$ cat config.mk
export PLATFORM = sky130hd
export DESIGN_NAME = riscv_rf_wbarb
export DESIGN_NICKNAME = d
export VERILOG_FILES = /design/src/rtl/riscv_pkg.sv /design/src/rtl/riscv_rf_scoreboard.sv /design/src/rtl/riscv_rf_wbarb.sv
export SDC_FILE = /design/constraint.sdc
export NUM_CORES = 1
export LEC_CHECK = 0
export BUFFER_PORTS_ARGS = -buffer_cell sky130_fd_sc_hd__buf_2
export CORE_UTILIZATION = 45
export DETAILED_ROUTE_END_ITERATION = 16
export GPL_TIMING_DRIVEN = 0
export PLACE_DENSITY_LB_ADDON = 0.25
export SLEW_MARGIN = 20
export SYNTH_ARGS = -nofsm -noshare
export SYNTH_HDL_FRONTEND = slang
export SYNTH_SLANG_ARGS = --single-unit
$ cat constraint.sdc
create_clock -name i_riscv_wbarb_clk -period 1.6 [get_ports i_riscv_wbarb_clk]
set_input_delay 0.16 -clock i_riscv_wbarb_clk [delete_from_list [all_inputs] [get_ports i_riscv_wbarb_clk]]
set_output_delay 0.16 -clock i_riscv_wbarb_clk [all_outputs]
set_load 0.03 [all_outputs]
$ cat src/rtl/riscv_pkg.sv
// Shared RISC-V core constants and the writeback arbiter state encoding.
package riscv_pkg;
    localparam int unsigned XLEN   = 64;
    localparam int unsigned REG_AW = 5;
    localparam int unsigned NREGS  = 32;

    typedef enum logic {
        ST_PRI0   = 1'b0,
        ST_FORCE1 = 1'b1
    } wbarb_state_e;
endpackage

$ cat src/rtl/riscv_rf_scoreboard.sv
// Per-register pending-write bitmap: set on long-latency issue, cleared on its writeback.
// Set beats clear on the same register; x0 is never marked pending.
module riscv_rf_scoreboard
    import riscv_pkg::*;
(
    input  logic              clk_i,
    input  logic              rst_i,
    input  logic              set_vld_i,
    input  logic [REG_AW-1:0] set_rd_i,
    input  logic              clr_vld_i,
    input  logic [REG_AW-1:0] clr_rd_i,
    output logic [NREGS-1:0]  busy_o
);
    logic [NREGS-1:0] busy_q, busy_d;
    logic [NREGS-1:0] set_mask, clr_mask;

    always_comb begin
        set_mask = '0;
        clr_mask = '0;
        if (set_vld_i) set_mask[set_rd_i] = 1'b1;
        if (clr_vld_i) clr_mask[clr_rd_i] = 1'b1;
        busy_d    = (busy_q & ~clr_mask) | set_mask;
        busy_d[0] = 1'b0;
    end

    always_ff @(posedge clk_i) begin
        if (rst_i) busy_q <= '0;
        else       busy_q <= busy_d;
    end

    assign busy_o = busy_q;
endmodule

$ cat src/rtl/riscv_rf_wbarb.sv
// Two-port register-file writeback arbiter: pipeline (p0) has priority, long-latency unit (p1)
// is forced through after STARVE_LIMIT stalled cycles. Ready is combinational; write port is 1 cycle later.
module riscv_rf_wbarb
    import riscv_pkg::*;
#(
    parameter int unsigned STARVE_LIMIT = 4
) (
    input  logic              i_riscv_wbarb_clk,
    input  logic              i_riscv_wbarb_rst,
    input  logic              i_riscv_wbarb_p0_valid,
    input  logic [REG_AW-1:0] i_riscv_wbarb_p0_rd,
    input  logic [XLEN-1:0]   i_riscv_wbarb_p0_data,
    output logic              o_riscv_wbarb_p0_ready,
    input  logic              i_riscv_wbarb_p1_valid,
    input  logic [REG_AW-1:0] i_riscv_wbarb_p1_rd,
    input  logic [XLEN-1:0]   i_riscv_wbarb_p1_data,
    output logic              o_riscv_wbarb_p1_ready,
    input  logic              i_riscv_wbarb_issue_valid,
    input  logic [REG_AW-1:0] i_riscv_wbarb_issue_rd,
    output logic              o_riscv_wbarb_regwrite,
    output logic [REG_AW-1:0] o_riscv_wbarb_rdaddr,
    output logic [XLEN-1:0]   o_riscv_wbarb_rddata,
    output logic [NREGS-1:0]  o_riscv_wbarb_busy
);
    localparam logic [3:0] LIMIT = 4'(STARVE_LIMIT);

    wbarb_state_e      state_q;
    logic [3:0]        cnt_q, cnt_d;
    logic              wr_q;
    logic [REG_AW-1:0] addr_q;
    logic [XLEN-1:0]   data_q;

    logic              p0_rdy, p1_rdy, any_xfer;
    logic [REG_AW-1:0] win_rd;
    logic [XLEN-1:0]   win_data;

    // In FORCE1 with p1 idle, p0 still takes the slot rather than wasting the cycle.
    always_comb begin
        p1_rdy = !i_riscv_wbarb_rst && i_riscv_wbarb_p1_valid &&
                 ((state_q == ST_FORCE1) || !i_riscv_wbarb_p0_valid);
        p0_rdy = !i_riscv_wbarb_rst && i_riscv_wbarb_p0_valid && !p1_rdy;
        any_xfer = p0_rdy || p1_rdy;
        win_rd   = p1_rdy ? i_riscv_wbarb_p1_rd   : i_riscv_wbarb_p0_rd;
        win_data = p1_rdy ? i_riscv_wbarb_p1_data : i_riscv_wbarb_p0_data;
    end

    always_comb begin
        cnt_d = '0;
        if (i_riscv_wbarb_p1_valid && !p1_rdy)
            cnt_d = (cnt_q == 4'hF) ? cnt_q : cnt_q + 4'd1;
    end

    always_ff @(posedge i_riscv_wbarb_clk) begin
        if (i_riscv_wbarb_rst) begin
            state_q <= ST_PRI0;
            cnt_q   <= '0;
            wr_q    <= 1'b0;
            addr_q  <= '0;
            data_q  <= '0;
        end else begin
            cnt_q <= cnt_d;
            case (state_q)
                ST_PRI0:   if (cnt_d >= LIMIT) state_q <= ST_FORCE1;
                ST_FORCE1: if (p1_rdy || !i_riscv_wbarb_p1_valid) state_q <= ST_PRI0;
                default:   state_q <= ST_PRI0;
            endcase
            wr_q <= any_xfer && (win_rd != '0);
            if (any_xfer) begin
                addr_q <= win_rd;
                data_q <= win_data;
            end
        end
    end

    riscv_rf_scoreboard u_scoreboard (
        .clk_i     (i_riscv_wbarb_clk),
        .rst_i     (i_riscv_wbarb_rst),
        .set_vld_i (i_riscv_wbarb_issue_valid),
        .set_rd_i  (i_riscv_wbarb_issue_rd),
        .clr_vld_i (p1_rdy),
        .clr_rd_i  (i_riscv_wbarb_p1_rd),
        .busy_o    (o_riscv_wbarb_busy)
    );

    assign o_riscv_wbarb_p0_ready = p0_rdy;
    assign o_riscv_wbarb_p1_ready = p1_rdy;
    assign o_riscv_wbarb_regwrite = wr_q;
    assign o_riscv_wbarb_rdaddr   = addr_q;
    assign o_riscv_wbarb_rddata   = data_q;
endmodule
======== Word-level counts from Yosys, hierarchy flattened ========
Cells that the tools add are included.
storage, ports and cells
  register bits after elaboration ......... 107
  bits of input ports ..................... 148
  output and inout bits ................... 104
cells by class
  add/sub/neg operators ................... 1
  $lt $le $gt $ge ......................... 5
  equal/unequal tests ..................... 1
  mux-type cells .......................... 13
  bitwise gates (word level) .............. 4
  reduce and logical (&&, ||, !) cells .... 16
operator list
  cell                                                                count
  two-way mux 32 bit                                                  2
  two-way mux 64 bit                                                  1
  AND 32 bit                                                          1
  NOT 32 bit                                                          1
  bitwise OR 32 bit                                                   1
  less-than comparator 5 x 6 -> 1 bit (second input constant)         2
  demux 1 bit (select 5 bit)                                          2
  greater-or-equal comparator 5 x 1 -> 1 bit (second input constant)  2
  logical AND 1 bit                                                   8
  two-way mux 4 bit                                                   2
  two-way mux 5 bit                                                   1
  nonzero test 5 bit                                                  1
  adder 4 x 1 -> 4 bit (second input constant)                        1
  == test 4 bit (second input constant)                               1
  greater-or-equal comparator 4 x 3 -> 1 bit (second input constant)  1
  zero test 1 bit                                                     4
  two-way mux 1 bit                                                   4
  logical OR 1 bit                                                    3
  case mux 1 bit (2 select lines)                                     1
  NOT 1 bit                                                           1

======== Logic depth before layout (Yosys ltp) ========
Gate-level depths: netlist of the first run.
  word-level depth ........................ 9
  mapped depth ............................ 7
  gate-level depth less buffers ........... 5

======== Cells and area by module ========
From an unflattened synthesis of the first run, not the netlist that was laid out.
second synthesis, totals
  cell total of the unflattened synthesis .. 513
  area total of the unflattened synthesis .. 4830.9 sq um
modules (own cells, without submodules)
  module               instances  cells an instance  area each (sq um)  seq. area each (sq um)
  riscv_rf_wbarb       1          357                3470.8             1501.4
  riscv_rf_scoreboard  1          156                1360.1             620.6

======== Least setup slack after synthesis of the first run ========
No wires, ideal clock.
  kind .................................... reg-to-output
  start ................................... reg state_q
  end ..................................... out o_riscv_wbarb_p0_ready
  arrival ................................. 1586 ps
  data required time ...................... 1440 ps
  path slack .............................. -146 ps
  cell stages (with the launch flop) ...... 7
  path buffers ............................ 2
  cells stage by stage .................... dfxtp_1 nand2b_1 buf_2 nand2_8 inv_2 buf_6 nor3b_1
between the ends
  word-level cells in the longest chain between the ends .. 4
RTL lines
  item                        RTL line              text
  start, declared             riscv_rf_wbarb.sv:27  wbarb_state_e state_q;
  start signal, assigned      riscv_rf_wbarb.sv:55  state_q <= ST_PRI0;
  start signal, assigned      riscv_rf_wbarb.sv:63  ST_PRI0: if (cnt_d >= LIMIT) state_q <= ST_FORCE1;
  start signal, assigned      riscv_rf_wbarb.sv:64  ST_FORCE1: if (p1_rdy || !i_riscv_wbarb_p1_valid) state_q <= ST_PRI0;
  logical OR 1 bit            riscv_rf_wbarb.sv:40  ((state_q == ST_FORCE1) || !i_riscv_wbarb_p0_valid);
  logical AND 1 bit           riscv_rf_wbarb.sv:39  p1_rdy = !i_riscv_wbarb_rst && i_riscv_wbarb_p1_valid &&
  net o_riscv_wbarb_p1_ready  riscv_rf_wbarb.sv:17  output logic o_riscv_wbarb_p1_ready,
  zero test 1 bit             riscv_rf_wbarb.sv:41  p0_rdy = !i_riscv_wbarb_rst && i_riscv_wbarb_p0_valid && !p1_rdy;
  logical AND 1 bit           riscv_rf_wbarb.sv:41
  end, declared               riscv_rf_wbarb.sv:13  output logic o_riscv_wbarb_p0_ready,
The timed path passes the listed nets, and every way through them passes these cells.

======== Final worst setup path of the first run ========
  start ................................... reg state_q
  end ..................................... reg u_scoreboard.busy_q[21], in the netlist u_scoreboard.busy_o[21]
between the ends
  word-level cells in the longest chain between the ends .. 6
RTL lines
  item                  RTL line                   text
  logical OR 1 bit      riscv_rf_wbarb.sv:40
  logical AND 1 bit     riscv_rf_wbarb.sv:39
  two-way mux 32 bit    riscv_rf_scoreboard.sv:21  if (clr_vld_i) clr_mask[clr_rd_i] = 1'b1;
  NOT 32 bit            riscv_rf_scoreboard.sv:22  busy_d = (busy_q & ~clr_mask) | set_mask;
  AND 32 bit            riscv_rf_scoreboard.sv:22
  bitwise OR 32 bit     riscv_rf_scoreboard.sv:22
  end signal, assigned  riscv_rf_scoreboard.sv:28  else busy_q <= busy_d;
  end, declared         riscv_rf_scoreboard.sv:14  logic [NREGS-1:0] busy_q, busy_d;
Every way passes these cells.
A chain may end at the register's enable or synchronous reset.

==> results of run 1 <==
## power groups by stage
stage	logic [W]	registers [W]	clock network [W]
2_1_floorplan	0.000394	0.00319	0
5_1_grt	0.00124	0.00287	0.00164
4_1_cts	0.00115	0.00285	0.00156
3_3_place_gp	0.00112	0.00291	0
6_report	0.00115	0.00285	0.00153
3_5_place_dp	0.00114	0.00291	0
## how the worst max path moves through the flow
stage / startpoint / endpoint / slack [ps]
2_1_floorplan: state_q / o_riscv_wbarb_p0_ready / 150
3_3_place_gp: i_riscv_wbarb_rst / o_riscv_wbarb_p0_ready / -90
3_5_place_dp: i_riscv_wbarb_rst / o_riscv_wbarb_p0_ready / -80
4_1_cts: state_q / o_riscv_wbarb_p0_ready / 10
5_1_grt: state_q / u_scoreboard.busy_o[9] / 20
6_report: state_q / u_scoreboard.busy_o[21] / 120
## layout by cell type, fill, tap and decap left out, types with 2 or more instances in the layout
master / count
a21oi_1: 32
a311oi_1: 17
and3_1: 2
and3b_1: 2
buf_1: 2
buf_2: 251
buf_4: 15
buf_6: 6
clkbuf_1: 19
clkbuf_2: 6
clkbuf_8: 11
dfxtp_1: 106
mux2i_1: 52
nand2_1: 73
nand3_1: 5
nand3b_1: 54
nand4b_1: 2
nor2_1: 26
nor2_2: 2
nor3_1: 4
nor3b_1: 4
o21ai_0: 69
o21ai_1: 14
## critical path: stages, from the launching register on
cell      delay, ps
dfxtp_1         320
nand2b_4        150
buf_4           140
nand4b_1        350
o21ai_0         310
a21oi_1          90
## stage by stage
step / utilization [%] / setup TNS (ps)
finish: 63.9 / 0
global route: 63.9 / 0
CTS: 63.4 / 0
detailed placement: 61.4 / -1730
global placement: 61.4 / -622
floorplan: - / 0
## logic make-up (layout without fill, tap and decap cells)
family                   Yosys count  in the layout  synth area share, %
AND/OR/NAND/NOR                  185            185                 21.4
multiplexers                      52             52                 11.1
other                              1              1               0.0802
AO/OA/AOI/OAI                    136            136                 16.3
XOR/XNOR                           1              1                0.187
adder cells (fa/ha/maj)            1              1                0.268
flip-flops                       106            106                 45.4
buffers and inverters             44            314                 5.25
## area by class of cell
cell class                 instances  area (um^2)  share of cell area [%]
sequential                       106         2120                    33.5
timing repair buffer             257         1310                    20.7
clock inverter                     2         12.5                   0.197
clock buffer                      13          159                    2.51
tap                              133          166                    2.63
inverter                           2         20.0                   0.316
multi-input combinational        376         2320                    36.6
buffer                            40          224                    3.53
## routing by layer
layer / up-vias / track usage, % / wire (um)
met2: 202 / 47.1 / 7470
met5: - / 0 / 0
met4: 0 / 10.4 / 291
met3: 24 / 4.51 / 891
li1: 2395 / - / -
met1: 2300 / 32.5 / 6070
## sequential cells by signal, indices dropped and copies added, names as in the netlist
register and cells:
o_riscv_wbarb_regwrite 1, o_riscv_wbarb_rdaddr 5, cnt_q 4, state_q 1, o_riscv_wbarb_rddata 64, u_scoreboard.busy_o 31
## what timing repair did
action	in CTS	in global routing
cloned	0	0
endpoints found under the hold margin	0	0
pin swaps	2	3
setup endpoints to repair	2	19
setup buffers	2	8
resized for setup	8	3
hold buffers	0	0
==> run summary, run 1 <==
status -> finished clean
clk buf depth -> 2
H-tree level count -> 3
Final Max Slew Viols -> 0
crit share post-route -> 92.7%
most frequent cell after synthesis -> dfxtp_1
Psw -> 0.00168 W
Max Cap Viol -> 0
largest cells by area after synthesis -> dfxtp_1 45%, mux2i_1 11%, nand3b_1 8.7%
power share of the clock group -> 27.6%
fraction of registers with async set/reset -> 0%
maximum VDD drop -> 424 uV
Via density -> 5.30
cts bufs inserted -> 9
Reg clk slew, reported paths -> 100 ps
Synth area leader -> dfxtp_1
Final ANT Viol Nets -> 0
layout net count -> 941
Hold Vio Cnt, Final -> 0
area added between synthesis and finish -> 35.6%
antenna violations before repair -> 0
most instantiated cells after synthesis -> 106 x dfxtp_1, 73 x nand2_1, 69 x o21ai_0
drt drc -> 0
Iter 0 DRT Violations -> 273
Reg2Reg Depth -> 5
CTS root buf -> clkbuf_8
Crit Path Category -> flop to flop
Setup WS post-layout -> 117 ps
dpl hpwl -> 11,100 um
flops & latches, synth -> 106
worst clock skew -> 8.10 ps
startpoint class of the critical path -> flop
Finished Cell Area -> 0.00634 mm^2
Least-Margin Pin Slew -> 1000 ps
leakage power of the design -> 3.15 nW
Pint -> 0.00385 W
Comb power frac -> 20.9%
crit path max fanout -> 8
clk sinks -> 106
Die Ht -> 104 um
post-synth cell types -> 40
worst r2r src -> state_q
antenna diode count -> 0
routed wire length -> 14,700 um
worst skew pair latency -> 370 ps
Row Count -> 36
Avg WL per Cell -> 15.9 um
vias in the first global route -> 4,753
Post-Syn Nets -> 675
r2r setup slk -> 120 ps
Worst Path Required -> 1850 ps
ys flop type -> dfxtp_1
Hold Slack -> 38.7 ps
relative slew slack -> 33.2%
Placed Cells -> 906
Worst EP arrival -> 1730 ps
post-synthesis sequential area ratio -> 45.4%
fin crit period -> 1480 ps
GRT Total Usage -> 26.8%
Post-Synthesis Cells -> 526
GPL Wtd Cong -> 0.952
mean area per synthesized cell -> 8.88 um^2
post-route insts no fill -> 929
max frequency -> 0.674 GHz
total grt overflow -> 0
fillers -> 913
PwrDens -> 873 mW/mm^2
worst reg2reg endpoint -> u_scoreboard.busy_o[21]
hold path depth -> 3
RSZ-0062 raised after global routing -> no
Mapped Area -> 0.00467 mm^2
Flop pwr share -> 51.6%
switch share -> 30.3%
critical path endpoint category -> flop
IO Pins -> 252
Area after DPL -> 0.00608 mm^2
HP Class -> input pin to flop
number of flops mapped to enable cells by yosys -> 0
Die Area -> 0.0108 mm^2
Hold EP -> o_riscv_wbarb_rddata[63]
CTS tree -> done
Initial Util -> 47.2%
Via Count -> 4,921
Core ar. -> 0.00991 mm^2
Die W -> 104 um
global-route wire length before repair -> 23,200 um
Setup-failing EPs final -> 0
Hold Startpoint -> i_riscv_wbarb_p1_data[63]
Yosys warnings -> 0
Final Total Pwr -> 0.00553 W
layout cells sized above 1 -> 37.6%
Yosys top cell area share -> 45.4%
First-pass DRT Iterations -> 5
largest net degree at the start of global routing -> 16
pre-CTS setup slack -> -80.0 ps
IO buf count -> 247
Note: power is estimated with default switching activity, not from simulation.
==> run 2: changes to the inputs <==
Settings changed: CORE_UTILIZATION 45 to 41.
Clock period 1.6 ns to 1.3 ns, I/O delays scaled along.
==> run summary, run 2 (same netlist as run 1, synthesis figures left out) <==
status -> complete, but fails checks (was finished clean)
violated checks -> negative setup slack
GRT Total Usage -> 24.6% (was 26.8%)
Hold Vio Cnt, Final -> 0 (unchanged)
cts bufs inserted -> 9 (unchanged)
dpl hpwl -> 11,100 um (about the same)
Reg clk slew, reported paths -> 70 ps (was 100 ps)
Worst EP arrival -> 1280 ps (was 1730 ps)
CP Cell Sequence -> nand2b_4, nand2_8, inv_8, nor3b_4, buf_6 (was nand2b_4, buf_4, nand4b_1, o21ai_0, a21oi_1)
Max Cap Viol -> 0 (unchanged)
layout net count -> 941 (unchanged)
startpoint class of the critical path -> flop (unchanged)
clk sinks -> 106 (unchanged)
HP Class -> input pin to flop (unchanged)
Core ar. -> 0.0110 mm^2 (was 0.00991 mm^2)
Final ANT Viol Nets -> 0 (unchanged)
Row Count -> 38 (was 36)
area added between synthesis and finish -> 43.5% (was 35.6%)
Iter 0 DRT Violations -> 256 (was 273)
total grt overflow -> 0 (unchanged)
Least-Margin Pin Slew -> 922 ps (was 1000 ps)
commonest non-fill, non-tap cell in the layout -> buf_2 (unchanged)
Avg WL per Cell -> 15.9 um (about the same)
Via Count -> 4,887 (was 4,921)
worst clock skew -> 6.72 ps (was 8.10 ps)
antenna violations before repair -> 0 (unchanged)
routed wire length -> 14,900 um (was 14,700 um)
Worst Path Required -> 1170 ps (was 1850 ps)
number of flip-flops in the largest register -> 64 (unchanged)
CP max stage delay -> 300 ps (was 350 ps)
Setup-failing EPs final -> 27 (was 0)
Final Util -> 61.1% (was 63.9%)
GPL Wtd Cong -> 0.791 (was 0.952)
Via density -> 5.22 (was 5.30)
vias in the first global route -> 4,599 (was 4,753)
IO buf count -> 247 (unchanged)
crit share post-route -> 109%
Die Area -> 0.0118 mm^2 (was 0.0108 mm^2)
CP max stage cell -> dfxtp_1 (was nand4b_1)
most frequent cells in the layout -> 250 x buf_2, 106 x dfxtp_1, 73 x nand2_1, 66 x o21ai_1, 54 x nand3b_1 (was 251 x buf_2, 106 x dfxtp_1, 73 x nand2_1, 69 x o21ai_0, 54 x nand3b_1)
Die W -> 109 um (was 104 um)
crit path max fanout -> 12 (was 8)
First-pass DRT Iterations -> 4 (was 5)
Final Max Slew Viols -> 0 (unchanged)
antenna diode count -> 0 (unchanged)
CTS tree -> done (unchanged)
CTS root buf -> clkbuf_16 (was clkbuf_8)
clk buf depth -> 2 (unchanged)
drt drc -> 0 (unchanged)
pre-CTS setup slack -> -386 ps (was -80.0 ps)
Initial Util -> 42.5% (was 47.2%)
max frequency -> 0.708 GHz
critical path endpoint category -> output pin (was flop)
Crit Path Category -> flop to output pin (was flop to flop)
Setup WS post-layout -> -113 ps (was 117 ps)
PwrDens -> 1140 mW/mm^2 (was 873 mW/mm^2)
relative slew slack -> 38.4% (was 33.2%)
layout cells sized above 1 -> 40.2% (was 37.6%)
maximum VDD drop -> 650 uV (was 424 uV)
worst skew pair latency -> 340 ps (was 370 ps)
H-tree level count -> 3 (unchanged)
Die Ht -> 109 um (was 104 um)
RSZ-0062 raised after global routing -> yes (was no)
global-route wire length before repair -> 22,400 um (was 23,200 um)
largest net degree at the start of global routing -> 16 (unchanged)
leakage power of the design -> 3.23 nW (was 3.15 nW)
fin crit period -> 1410 ps
IO Pins -> 252 (unchanged)
[run 2: final timing paths]
check | start | to | slack, ps | cells after the start
setup reg to reg | state_q | o_riscv_wbarb_rddata[46] | -60 | 6
hold / removal | i_riscv_wbarb_p1_data[17] | o_riscv_wbarb_rddata[17] | 50 | 3
hold reg to reg | u_scoreboard.busy_o[14] | u_scoreboard.busy_o[14] | 470 | 2
setup / recovery | state_q | o_riscv_wbarb_p0_ready | -110 | 5
[run 2: stage by stage]
| step | instance area, um^2 | hold slack, ps | TNS (ps) | cells | total power [W] |
|---|---|---|---|---|---|
| 2_1_floorplan | 4700 | 289 | -2.98 | 526 | 0.00442 |
| 3_3_place_gp | 6120 | 393 | -19180 | 913 | 0.00496 |
| 3_5_place_dp | 6120 | 403 | -21400 | 913 | 0.00499 |
| 4_1_cts | 6600 | 42.4 | -474 | 936 | 0.00767 |
| 5_1_grt | 6710 | 45.2 | -5630 | 937 | 0.00798 |
| 6_report | 6710 | 49.7 | -578 | 937 | 0.00767 |
[run 2: per-layer routing]
metal  routed length (um)  vias to the layer above  GRT usage [%]
li1                     -                     2393              -
met1                 6220                     2258           29.7
met2                 7330                      220           42.6
met3                 1080                       16           5.26
met4                  230                        0           9.27
met5                    0                        -              0
[run 2: layout make-up]
class | instances | area [um^2]
Sequential cell | 106 | 2120
Clock inverter | 2 | 10.0
Fill cell | 966 | 4280
Clock buffer | 14 | 274
Multi-Input combinational cell | 376 | 2430
Buffer | 40 | 279
Inverter | 2 | 15.0
Tap cell | 140 | 175
Timing Repair Buffer | 257 | 1400
[run 2: timing repair]
action	in CTS	in global routing
setup endpoints to repair	44	91
pin swaps	3	0
cloned	2	0
setup buffers	7	1
hold buffers	0	0
resized for setup	31	76
[run 2: report_power, final]
group / internal [W] / switching (W) / total, W
Sequential: 0.00342 / 0.0000893 / 0.00351
Clock: 0.00145 / 0.00118 / 0.00264
Combinational: 0.000586 / 0.000931 / 0.00152
[run 2: worst max-delay path, delay by kind of cell (launching register included)]
family / cells / cell delay, ps
DFF: 1 / 300
and+or+nand+nor: 3 / 430
buffers and inverters: 2 / 200
==> run 3: changes to the inputs <==
Settings changed: MAX_ROUTING_LAYER set to met4.
==> run summary, run 3 (same netlist as run 1, synthesis figures left out) <==
status -> complete, but fails checks (unchanged)
Row Count -> 38 (unchanged)
fin crit period -> 1420 ps (was 1410 ps)
routed wire length -> 14,900 um (about the same)
Avg WL per Cell -> 15.9 um (about the same)
Setup-failing EPs final -> 28 (was 27)
power share of the clock group -> 34.4% (about the same)
antenna violations before repair -> 0 (unchanged)
hold_buf cts -> 0 (unchanged)
Hold Vio Cnt, Final -> 0 (unchanged)
number of flip-flops in the largest register -> 64 (unchanged)
CTS root buf -> clkbuf_16 (unchanged)
clk sinks -> 106 (unchanged)
launch point of the critical path -> state_q (unchanged)
CTS tree -> done (unchanged)
pre-CTS setup slack -> -386 ps (unchanged)
Iter 0 DRT Violations -> 254 (was 256)
Hold Startpoint -> i_riscv_wbarb_p1_data[17] (unchanged)
worst r2r src -> state_q (unchanged)
Setup WS post-layout -> -119 ps (was -113 ps)
Reg clk slew, reported paths -> 70 ps (about the same)
drt drc -> 0 (unchanged)
Placed Cells -> 913 (unchanged)
Stages on worst setup path -> 5 (unchanged)
most frequent cells in the layout -> 250 x buf_2, 106 x dfxtp_1, 73 x nand2_1, 64 x o21ai_1, 54 x nand3b_1 (was 250 x buf_2, 106 x dfxtp_1, 73 x nand2_1, 66 x o21ai_1, 54 x nand3b_1)
clk buf depth -> 2 (unchanged)
startpoint class of the critical path -> flop (unchanged)
antenna diode count -> 0 (unchanged)
CP top delay family -> simple AND/OR/NAND/NOR gates (unchanged)
switch share -> 28.7% (about the same)
global-route wire length before repair -> 22,400 um (about the same)
CP Buf/Inv Count -> 2 (unchanged)
H-tree level count -> 3 (unchanged)
critical path endpoint category -> output pin (unchanged)
total grt overflow -> 0 (unchanged)
GPL Wtd Cong -> 0.802 (was 0.791)
largest net degree at the start of global routing -> 16 (unchanged)
dpl hpwl -> 11,100 um (unchanged)
GRT Total Usage -> 25.4% (was 24.6%)
CP max stage cell -> dfxtp_1 (unchanged)
cts bufs inserted -> 9 (unchanged)
Core ar. -> 0.0110 mm^2 (unchanged)
Least-Margin Pin Slew -> 915 ps (was 922 ps)
First-pass DRT Iterations -> 5 (was 4)
crit path max fanout -> 12 (unchanged)
r2r setup slk -> -80 ps (was -60 ps)
CP max stage delay -> 300 ps (about the same)
IO buf count -> 247 (unchanged)
layout net count -> 942 (was 941)
Crit Path Category -> flop to output pin (unchanged)
hold path depth -> 3 (unchanged)
violated checks -> negative setup slack (unchanged)
Worst EP arrival -> 1290 ps (was 1280 ps)
Final ANT Viol Nets -> 0 (unchanged)
RSZ-0062 raised after global routing -> yes (unchanged)
Reg2Reg Depth -> 7 (was 6)
Die Area -> 0.0118 mm^2 (unchanged)
relative slew slack -> 38.9% (was 38.4%)
Hold EP -> o_riscv_wbarb_rddata[17] (unchanged)
Psw -> 0.00221 W (was 0.00220 W)
Initial Util -> 42.5% (unchanged)
maximum VDD drop -> 653 uV (was 650 uV)
Pint -> 0.00547 W (about the same)
Comb power frac -> 19.8% (about the same)
IO Pins -> 252 (unchanged)
area added between synthesis and finish -> 43.9% (was 43.5%)
CP Cell Sequence -> nand2b_4, nand2_8, inv_8, nor3b_4, buf_6 (unchanged)
Via Count -> 4,942 (was 4,887)
HP Class -> input pin to flop (unchanged)
Die W -> 109 um (unchanged)
Final Max Slew Viols -> 0 (unchanged)
worst skew pair latency -> 340 ps (about the same)
leakage power of the design -> 3.24 nW (was 3.23 nW)
Worst Path Required -> 1170 ps (about the same)
worst reg2reg endpoint -> o_riscv_wbarb_rddata[49] (was o_riscv_wbarb_rddata[46])
Via density -> 5.27 (was 5.22)
Flop pwr share -> 45.8% (about the same)
max frequency -> 0.705 GHz (was 0.708 GHz)
Max Cap Viol -> 0 (unchanged)
PwrDens -> 1140 mW/mm^2 (about the same)
layout cells sized above 1 -> 40.2% (about the same)
commonest non-fill, non-tap cell in the layout -> buf_2 (unchanged)
crit share post-route -> 109% (about the same)
post-route insts no fill -> 938 (was 937)
vias in the first global route -> 4,598 (was 4,599)
Die Ht -> 109 um (unchanged)
worst clock skew -> 8.61 ps (was 6.72 ps)
-- run 3: routing by layer --
| layer | vias to the layer above | part of all wire (%) | track usage (%) |
|---|---|---|---|
| met3 | 18 | 7.1 | 4.42 |
| met1 | 2300 | 41 | 30.5 |
| met4 | 0 | 1.7 | 9.27 |
| li1 | 2396 | - | - |
| met2 | 228 | 50 | 42.5 |
| met5 | - | 0 | - |
-- run 3: stage by stage --
| step | instance area (um^2) | util (%) | TNS, ps | total power [W] | hold slack (ps) |
|---|---|---|---|---|---|
| 6_report | 6730 | 61.2 | -891 | 0.00768 | 49.5 |
| 3_5_place_dp | 6120 | 55.7 | -21400 | 0.00499 | 403 |
| 2_1_floorplan | 4700 | - | -2.98 | 0.00442 | 289 |
| 3_3_place_gp | 6120 | 55.7 | -19180 | 0.00496 | 393 |
| 4_1_cts | 6600 | 60.1 | -474 | 0.00767 | 42.4 |
| 5_1_grt | 6730 | 61.2 | -5570 | 0.00800 | 45.1 |
-- run 3: repair_timing --
action | CTS | global route
setup buffers | 7 | 2
pin swaps | 3 | 0
gates cloned | 2 | 0
gates resized for setup | 31 | 74
endpoints found under the setup margin | 44 | 91
-- run 3: how the worst max path moves through the flow --
stage                                   to  slack [ps]
floorplan           o_riscv_wbarb_p0_ready          -3
global placement    o_riscv_wbarb_p0_ready        -380
detailed placement  o_riscv_wbarb_p0_ready        -390
CTS                 o_riscv_wbarb_p0_ready        -130
global route        o_riscv_wbarb_p0_ready        -160
finish              o_riscv_wbarb_p0_ready        -120
-- run 3: final cells by class --
cell class | count | area [um^2]
timing repair buffer | 258 | 1420
inverter | 2 | 15.0
clock buffer | 14 | 274
multi-input combinational | 376 | 2430
tap | 140 | 175
sequential | 106 | 2120
buffer | 40 | 279
clock inverter | 2 | 10.0
fill | 968 | 4260
-- run 3: tightest hold or removal path: cells and delay by family --
| family | cells | cell delay, ps |
|---|---|---|
| AOI/OAI and AO/OA | 1 | 100 |
| buffers and inverters | 1 | 70 |
| muxes | 1 | 50 |
-- run 3: power groups by stage --
stage          Sequential, W  Clock, W  Combinational [W]
2_1_floorplan        0.00393         0           0.000493
3_3_place_gp         0.00358         0            0.00139
3_5_place_dp         0.00358         0            0.00141
4_1_cts              0.00351   0.00269            0.00147
5_1_grt              0.00354   0.00283            0.00163
6_report             0.00351   0.00264            0.00152
